File: src/rtl/uart_pkg.sv
// ----------------------------------------------------------------------------
// uart_pkg: shared receiver state encoding and oversampling constants.
// Rev 1.0
// ----------------------------------------------------------------------------
`default_nettype none

package uart_pkg;

  typedef enum logic [2:0] {
    IDLE   = 3'd0,
    START  = 3'd1,
    DATA   = 3'd2,
    PARITY = 3'd3,
    STOP   = 3'd4,
    BREAK  = 3'd5
  } rx_state_e;

  localparam int OSR    = 16;
  localparam int SCNT_W = $clog2(OSR);

  localparam logic [SCNT_W-1:0] SAMP_A    = SCNT_W'(7);
  localparam logic [SCNT_W-1:0] SAMP_B    = SCNT_W'(8);
  localparam logic [SCNT_W-1:0] SAMP_C    = SCNT_W'(9);
  localparam logic [SCNT_W-1:0] SCNT_LAST = SCNT_W'(OSR - 1);

  function automatic logic maj3(input logic a, input logic b, input logic c);
    return (a & b) | (a & c) | (b & c);
  endfunction

endpackage

`default_nettype wire

File: src/rtl/uart_rx_fifo_buf.sv
// ----------------------------------------------------------------------------
// uart_rx_fifo_buf: circular FIFO with extra-MSB pointers and combinational head.
// Rev 1.0
// ----------------------------------------------------------------------------
`default_nettype none

module uart_rx_fifo_buf #(
  parameter int WIDTH = 10,
  parameter int DEPTH = 4
) (
  input  logic             clk,
  input  logic             reset,
  input  logic             push,
  input  logic [WIDTH-1:0] push_data,
  input  logic             pop,
  output logic [WIDTH-1:0] pop_data,
  output logic             full,
  output logic             empty
);

  localparam int AW = $clog2(DEPTH);

  logic [AW:0]      wptr_q, wptr_d, rptr_q, rptr_d;
  logic [WIDTH-1:0] mem_q [DEPTH];
  logic [WIDTH-1:0] mem_d [DEPTH];
  logic             do_pop, do_push;

  always_comb begin
    empty    = (wptr_q == rptr_q);
    full     = (wptr_q[AW] != rptr_q[AW]) && (wptr_q[AW-1:0] == rptr_q[AW-1:0]);
    pop_data = mem_q[rptr_q[AW-1:0]];
    do_pop   = pop & ~empty;
    // A pop in the same cycle frees the slot a full-FIFO push needs.
    do_push  = push & (~full | do_pop);
    mem_d    = mem_q;
    wptr_d   = wptr_q;
    rptr_d   = rptr_q;
    if (do_push) begin
      mem_d[wptr_q[AW-1:0]] = push_data;
      wptr_d                = wptr_q + (AW+1)'(1);
    end
    if (do_pop) begin
      rptr_d = rptr_q + (AW+1)'(1);
    end
  end

  always_ff @(posedge clk) begin
    if (reset) begin
      wptr_q <= '0;
      rptr_q <= '0;
      for (int i = 0; i < DEPTH; i++) begin
        mem_q[i] <= '0;
      end
    end else begin
      wptr_q <= wptr_d;
      rptr_q <= rptr_d;
      mem_q  <= mem_d;
    end
  end

endmodule

`default_nettype wire

File: src/rtl/uart_rx_fifo.sv
// ----------------------------------------------------------------------------
// uart_rx_fifo: 16x oversampled UART receiver with error flags and receive FIFO.
// Rev 1.0
// ----------------------------------------------------------------------------
`default_nettype none

module uart_rx_fifo
  import uart_pkg::*;
#(
  parameter int DATA_BITS  = 8,
  parameter int FIFO_DEPTH = 4,
  parameter int DIV_W      = 16
) (
  input  logic                 clk,
  input  logic                 reset,
  input  logic                 rx,
  input  logic [DIV_W-1:0]     baud_div,
  input  logic                 parity_en,
  input  logic                 parity_odd,
  output logic                 rd_valid,
  input  logic                 rd_ready,
  output logic [DATA_BITS-1:0] rd_data,
  output logic                 rd_ferr,
  output logic                 rd_perr,
  output logic                 overrun,
  input  logic                 ovr_clr,
  output logic                 busy
);

  localparam int BW = $clog2(DATA_BITS);
  localparam logic [BW-1:0] LAST_BIT = BW'(DATA_BITS - 1);

  rx_state_e             state_q, state_d;
  logic                  sync1_q, sync2_q;
  logic [DIV_W-1:0]      tcnt_q, tcnt_d;
  logic [SCNT_W-1:0]     scnt_q, scnt_d;
  logic [BW-1:0]         bcnt_q, bcnt_d;
  logic                  s7_q, s7_d, s8_q, s8_d;
  logic [DATA_BITS-1:0]  shreg_q, shreg_d;
  logic                  perr_q, perr_d, ferr_q, ferr_d;
  logic                  push_q, push_d;
  logic                  ovr_q, ovr_d;
  logic                  rx_s, tick, mid, last, maj;
  logic                  pop, full, empty;
  logic [DATA_BITS+1:0]  head;

  always_comb begin
    rx_s    = sync2_q;
    tick    = (state_q != IDLE) && (tcnt_q == baud_div);
    mid     = tick && (scnt_q == SAMP_C);
    last    = tick && (scnt_q == SCNT_LAST);
    maj     = maj3(s7_q, s8_q, rx_s);
    state_d = state_q;
    tcnt_d  = (state_q == IDLE || tick) ? '0 : tcnt_q + DIV_W'(1);
    scnt_d  = tick ? scnt_q + SCNT_W'(1) : scnt_q;
    bcnt_d  = bcnt_q;
    s7_d    = (tick && scnt_q == SAMP_A) ? rx_s : s7_q;
    s8_d    = (tick && scnt_q == SAMP_B) ? rx_s : s8_q;
    shreg_d = shreg_q;
    perr_d  = perr_q;
    ferr_d  = ferr_q;
    push_d  = 1'b0;
    case (state_q)
      IDLE: begin
        scnt_d = '0;
        bcnt_d = '0;
        perr_d = 1'b0;
        ferr_d = 1'b0;
        if (!rx_s) state_d = START;
      end
      START: begin
        if (mid && maj) state_d = IDLE;
        else if (last)  state_d = DATA;
      end
      DATA: begin
        if (mid) shreg_d = {maj, shreg_q[DATA_BITS-1:1]};
        if (last) begin
          bcnt_d = bcnt_q + BW'(1);
          if (bcnt_q == LAST_BIT) begin
            bcnt_d  = '0;
            state_d = parity_en ? PARITY : STOP;
          end
        end
      end
      PARITY: begin
        if (mid)  perr_d = (^shreg_q) ^ maj ^ parity_odd;
        if (last) state_d = STOP;
      end
      STOP: begin
        // Hold STOP through the push cycle so the entry fields stay stable.
        if (push_q) begin
          state_d = ferr_q ? BREAK : IDLE;
        end else if (mid) begin
          ferr_d = ~maj;
          push_d = 1'b1;
        end
      end
      BREAK: begin
        if (rx_s) state_d = IDLE;
      end
      default: state_d = IDLE;
    endcase
  end

  always_comb begin
    pop      = rd_ready & ~empty;
    ovr_d    = (push_q & full & ~pop) | (ovr_q & ~ovr_clr);
    rd_valid = ~empty;
    rd_data  = head[DATA_BITS-1:0];
    rd_ferr  = head[DATA_BITS];
    rd_perr  = head[DATA_BITS+1];
    overrun  = ovr_q;
    busy     = (state_q != IDLE);
  end

  always_ff @(posedge clk) begin
    if (reset) begin
      state_q <= IDLE;
      sync1_q <= 1'b1;
      sync2_q <= 1'b1;
      tcnt_q  <= '0;
      scnt_q  <= '0;
      bcnt_q  <= '0;
      s7_q    <= 1'b1;
      s8_q    <= 1'b1;
      shreg_q <= '0;
      perr_q  <= 1'b0;
      ferr_q  <= 1'b0;
      push_q  <= 1'b0;
      ovr_q   <= 1'b0;
    end else begin
      state_q <= state_d;
      sync1_q <= rx;
      sync2_q <= sync1_q;
      tcnt_q  <= tcnt_d;
      scnt_q  <= scnt_d;
      bcnt_q  <= bcnt_d;
      s7_q    <= s7_d;
      s8_q    <= s8_d;
      shreg_q <= shreg_d;
      perr_q  <= perr_d;
      ferr_q  <= ferr_d;
      push_q  <= push_d;
      ovr_q   <= ovr_d;
    end
  end

  uart_rx_fifo_buf #(
    .WIDTH (DATA_BITS + 2),
    .DEPTH (FIFO_DEPTH)
  ) u_buf (
    .clk       (clk),
    .reset     (reset),
    .push      (push_q),
    .push_data ({perr_q, ferr_q, shreg_q}),
    .pop       (pop),
    .pop_data  (head),
    .full      (full),
    .empty     (empty)
  );

endmodule

`default_nettype wire

File: config.mk
export PLATFORM = sky130hd
export DESIGN_NAME = uart_rx_fifo
export DESIGN_NICKNAME = d
export VERILOG_FILES = /design/src/rtl/uart_pkg.sv /design/src/rtl/uart_rx_fifo_buf.sv /design/src/rtl/uart_rx_fifo.sv
export SDC_FILE = /design/constraint.sdc
export NUM_CORES = 1
export LEC_CHECK = 0
export CAP_MARGIN = 20
export CORE_MARGIN = 1
export CORE_UTILIZATION = 58
export DETAILED_ROUTE_END_ITERATION = 6
export PLACE_DENSITY_LB_ADDON = 0.3
export SKIP_CTS_REPAIR_TIMING = 1
export SLEW_MARGIN = 20
export SYNTH_ARGS = -nofsm -noshare
export SYNTH_HDL_FRONTEND = slang
export SYNTH_SLANG_ARGS = --single-unit
File: constraint.sdc
create_clock -name clk -period 2.6 [get_ports clk]
set_clock_uncertainty 0.2 [all_clocks]
set_input_delay 0.39 -clock clk [delete_from_list [all_inputs] [get_ports clk]]
set_output_delay 0.39 -clock clk [all_outputs]
set_load 0.02 [all_outputs]
Word level (Yosys, flattened, before mapping). Index checks and enable logic that the tools add are counted.

Register bits: 88. Latch bits: 0. Bits in writable memories: 0. Memory bits (read-only): 0. Bits of input ports: 23. Output and inout bits: 13. Logic and storage cells: 123. Memories: 0.

$add $sub $neg: 5. $mul: 0. Divide/modulo/power cells: 0. Magnitude comparators: 3. Equality and inequality tests: 24. Shift-type cells: 0. Mux-type cells: 26. Bitwise logic cells: 23. Reduce and logical (&&, ||, !) cells: 23.

Operators with widths (count): bitwise mux 40 bit (1); two-way mux 3 bit (12); two-way mux 10 bit (3); binary-select mux 10 bit (select 2 bit) (1); demux 10 bit (select 2 bit) (1); inequality test 2 bit, second input constant (9); one-hot mux 3 bit (6 select lines) (1); adder 16 x 1 -> 16 bit, second input constant (1); == test 16 bit (1); == test 4 bit, second input constant (3); adder 3 x 1 -> 3 bit, second input constant (3); bitwise AND 1 bit (9); == test 3 bit, second input constant (3); logical AND 1 bit (8); parity 8 bit (1); AND reduction 7 bit (1); == test 3 x 2 -> 1 bit, second input constant (2); >= comparator 3 bit, second input constant (2); NOT 1 bit (6); NOT 2 -> 3 bit (2); one-hot mux 3 bit (2 select lines) (1); AND reduction 2 bit (3); nonzero test 2 bit (3); adder 4 x 1 -> 4 bit, second input constant (1); 17 further kinds (26).

Logic depth before layout (Yosys ltp).
Depth in word-level cells: 7. Depth in mapped cells: 8. Gate-level depth less buffers: 7.

Modules after synthesis. From an unflattened synthesis, not the netlist that was laid out.

Cells, all modules: 438. Area, all modules: 4431.8 um^2.

Modules (own cells, without submodules): uart_rx_fifo (times used 1, cells each 247, area an instance 2248.4 um^2, sequential area each 840.8 um^2); uart_rx_fifo_buf (times used 1, cells each 191, area an instance 2183.3 um^2, sequential area each 920.9 um^2).

Least setup slack after synthesis. OpenSTA, ideal clock, no wires.

Path type: reg2reg. Start point: reg state_q[1]. End point: reg state_q[0]. Library setup time: 0.123 ns. Data arrival time: 1.857 ns. Required time: 2.277 ns. Slack: 0.419 ns. Cell stages (with the launch flop): 9. Buffers on the path: 1. Clock period less this slack: 2.181 ns. Cell sequence: dfxtp_1 clkbuf_1 nor3_2 inv_1 nand3b_1 o22ai_1 a31o_2 o211ai_2 mux2_1.

Longest elaborated chain between the ends: 6. Elaborated cells on any way between the ends: 21. Those cells by class: eq/ne (12); mux (2); reduce/logical (7).

RTL lines: start: declaration (line uart_rx_fifo.sv:33) `rx_state_e state_q, state_d;`; start signal: assignment (line uart_rx_fifo.sv:132) `state_q <= state_d;`; nonzero test 3 bit *; via busy (line uart_rx_fifo.sv:27) `output logic busy`; logical AND 1 bit * (line uart_rx_fifo.sv:49) `tick = (state_q != IDLE) && (tcnt_q == baud_div);`; logical AND 1 bit (line uart_rx_fifo.sv:50) `mid = tick && (scnt_q == SAMP_C);`; logical AND 1 bit (line uart_rx_fifo.sv:72) `if (mid && maj) state_d = IDLE;`; inequality test 3 bit (no source line) / two-way mux 3 bit (equally long branches); AND reduction 7 bit (no source line) / one-hot mux 3 bit (6 select lines) (equally long branches).

Mark *: on every way through the listed nets, which the timed path passes. The rest lies on a longest branch. A chain may end at the register's enable or synchronous reset.

Worst setup path after layout.
Start point: reg u_buf.rptr_q[1]. End point: out rd_data[6].

Longest elaborated chain between the ends: 4.

RTL lines: start: declaration (line uart_rx_fifo_buf.sv:23) `logic [AW:0] wptr_q, wptr_d, rptr_q, rptr_d;`; start signal: assignment (line uart_rx_fifo_buf.sv:56) `rptr_q <= rptr_d;`; NOT 2 -> 3 bit (implied by the code) (line uart_rx_fifo_buf.sv:31) `pop_data = mem_q[rptr_q[AW-1:0]];`; binary-select mux 10 bit (select 2 bit) (line uart_rx_fifo_buf.sv:31); two-way mux 10 bit (implied by the code) (2 in a row) (line uart_rx_fifo_buf.sv:31); end: declaration (line uart_rx_fifo.sv:22) `output logic [DATA_BITS-1:0] rd_data,`.

Every way passes these cells. The select of a mux whose other input is x is not followed.

==> results.sh <==
export IMPL_die_y_um=87.3
export IMPL_synth_top_family_by_area="simple AND/OR/NAND/NOR gates"
export IMPL_n_antenna_cell=0
export IMPL_clk_pin_slew_ps=90
export IMPL_finalHoldViolations=0
export IMPL_io_pins=36
export IMPL_hold_path_class="reg -> reg"
export IMPL_drc=0
export IMPL_dieArea_mm2=0.00762
export IMPL_synth_compound_area_share_pct=9.05
export IMPL_worst_slew_pin_slew_ps=582
export IMPL_timing_final_crit_share_pct=97.7
export IMPL_cp_max_fo=8
export IMPL_fin_util_pct=72.3
export IMPL_grt_overflow_total=0
export IMPL_n_fill_cell=527
export IMPL_ir_worst_vdd_v=0.000387
export IMPL_synth_edf_count=0
export IMPL_ys_seq_area_share_pct=41.8
export IMPL_yosys_area_share_simple_pct=23.0
export IMPL_viasPerCell=5.58
export IMPL_fmax_mhz=394
export IMPL_power_density_mw_per_mm2=572
export IMPL_maxSlewViolCount=0
export IMPL_port_buffers=35
export IMPL_hold_slack_ps=217
export IMPL_area_growth_pct=18.5
export IMPL_yosys_warnings=0
export IMPL_dp_final_hpwl_um=6220
export IMPL_synth_nets=513
export IMPL_gp_congestion=0.794
export IMPL_arrival_ps=1950
export IMPL_synth_mux_area_share_pct=8.49
export IMPL_multi_input_area_mm2=0.00229
export IMPL_drtPass1Iterations=5
export IMPL_clock_latency_ps=360
export IMPL_rows=30
export IMPL_grt_max_degree=43
export IMPL_start_kind="flip-flop"
export IMPL_cp_end_kind="primary output"
export IMPL_nNetsFinal=551
export IMPL_wl_per_cell_um=14.3
export IMPL_cts_buffers=9
export IMPL_vias=3448
export IMPL_async_reset_ff_share_pct=0
export IMPL_syn_area_per_cell_um2=8.80
export IMPL_ant_nets=0
export IMPL_die_w_um=87.3
export IMPL_drt_total_wl_um=8810
export IMPL_ys_types=49
export IMPL_relSlewSlack_pct=61.2
export IMPL_cts_tree="built"
export IMPL_grt_util_all_layers_pct=24.4
export IMPL_grt_antenna_before_repair=0
export IMPL_initial_core_util_pct=61.1
export IMPL_dp_cells=602
export IMPL_setup_violations=0
export IMPL_cap_violations=0
export IMPL_finalSetupTns_ps=0
export IMPL_ys_ff_latch=88
export IMPL_clk_path_buf_depth=2
export IMPL_grt_pass1_wl_um=14400
export IMPL_outcome="finished, final reports clean"
export IMPL_synth_xor_area_share_pct=10.3
export IMPL_coreArea_mm2=0.00691
export IMPL_synthAdderAreaFrac_pct=3.50
export IMPL_fin_cells=618
export IMPL_worstPathRequired_ps=2010
export IMPL_cts_root_buf="clkbuf_8"
export IMPL_cts_htree_levels=3
export IMPL_ff_latch_area_mm2=0.00176
export IMPL_postSynthCellCount=479
export IMPL_worstSetupPathType="reg -> out"
export IMPL_drt_initial_drc_count=131
export IMPL_syn_area_mm2=0.00422
export IMPL_ys_flop_type="dfxtp_1"
export IMPL_power_leakage_uw=0.00177
export IMPL_rsz0062_at_grt="no"
export IMPL_drive_gt1_share_pct=12.5
export IMPL_clock_sinks=88
export IMPL_grt_pass1_vias=3207
export IMPL_fin_crit_ps=2540
## power by group
| group | internal, uW | switching (uW) | leakage (uW) |
|---|---|---|---|
| combinational | 234 | 281 | 0.000968 |
| sequential | 1370 | 26.9 | 0.000710 |
| clock | 443 | 499 | 0.0000916 |
| total | 2050 | 806 | 0.00177 |
## layout make-up
class / count / area share (%)
Sequential cell: 88 / 35.3
Timing Repair Buffer: 61 / 11.9
Tap cell: 96 / 2.40
Clock inverter: 7 / 1.43
Inverter: 8 / 0.601
Multi-Input combinational cell: 349 / 45.9
Clock buffer: 9 / 2.48
## sequential cells by signal, indices dropped and copies added, names as in the netlist, 3 cells and up
name / count
u_buf.mem_q: 40
tcnt_q: 16
shreg_q: 8
scnt_q: 4
bcnt_q: 3
state_q: 3
u_buf.rptr_q: 3
u_buf.wptr_q: 3
## logic make-up after synthesis
group,after synthesis
AND/OR/NAND/NOR,200
AO/OA/AOI/OAI,66
XOR/XNOR,48
multiplexers,23
flip-flops,88
adder cells (fa/ha/maj),12
buffers and inverters,42
## path summary, 6_finish.rpt
kind                                      from                  end  slack [ps]  depth (start not counted)
setup / recovery  u_buf.rptr_q[1]$_SDFFE_PP0P_           rd_data[6]          60                          2
hold / removal              sync1_q$_SDFF_PP1_      rx_s$_SDFF_PP1_         220                          1
setup reg to reg          tcnt_q[7]$_SDFF_PP0_  ferr_q$_SDFFE_PP0P_         300                          7
hold reg to reg             sync1_q$_SDFF_PP1_      rx_s$_SDFF_PP1_         220                          1
## cells in the final DEF (no fill, tap or decap), types with 3 or more instances in the layout
cell	instances
nand3_1	52
inv_1	8
nor2b_1	5
clkbuf_8	9
mux4_2	10
dfxtp_1	87
and3_1	5
nand2_1	56
clkdlybuf4s50_1	33
a21oi_1	48
nor3_1	3
clkinvlp_4	3
xor2_1	14
buf_12	4
xnor2_1	33
nand4_1	8
mux2i_1	11
nand2b_1	9
nand3b_1	4
ha_1	11
nor2_1	44
buf_4	22
## per-stage QoR
| step | area, um2 | worst slack (ps) | power (uW) |
|---|---|---|---|
| 6_report | 5000 | 59.7 | 2860 |
| 3_3_place_gp | 4800 | -44.9 | 1930 |
| 4_1_cts | 4990 | -110 | 2860 |
| 2_1_floorplan | 4220 | 419 | 1750 |
| 3_5_place_dp | 4800 | -93.9 | 1940 |
| 5_1_grt | 5000 | 6.45 | 2970 |
## cells in the mapped netlist (2+ instances only)
master | n | area share (%)
a21oi_1 | 48 | 5.7
a31o_2 | 2 | 0.42
a31oi_1 | 2 | 0.30
and3_1 | 5 | 0.74
buf_1 | 3 | 0.27
clkbuf_1 | 29 | 2.6
dfxtp_1 | 88 | 42
ha_1 | 11 | 3.3
inv_1 | 8 | 0.71
mux2i_1 | 11 | 2.6
mux4_2 | 10 | 5.3
nand2_1 | 56 | 5.0
nand2b_1 | 9 | 1.3
nand3_1 | 52 | 6.2
nand3b_1 | 4 | 0.71
nand4_1 | 8 | 1.2
nor2_1 | 44 | 3.9
nor2b_1 | 6 | 0.89
nor3_1 | 3 | 0.36
nor3b_1 | 2 | 0.36
o21ai_0 | 2 | 0.24
o22ai_1 | 2 | 0.30
or2_2 | 2 | 0.30
or4_1 | 2 | 0.36
xnor2_1 | 33 | 6.9
xor2_1 | 14 | 2.9
## worst max-delay path: stages (launching register included)
cell and delay [ps]:
dfxtp_2 490, mux4_2 550, clkdlybuf4s50_1 550
## metal layers
| metal | GRT usage, % | up-vias | share of wire, % |
|---|---|---|---|
| met5 | 0 | - | 0 |
| met4 | 12.2 | 0 | 1.6 |
| met3 | 3.22 | 10 | 3.9 |
| met2 | 42.5 | 80 | 50 |
| met1 | 29.7 | 1626 | 44 |
| li1 | - | 1732 | - |
Note: power is estimated with default switching activity, not from simulation.
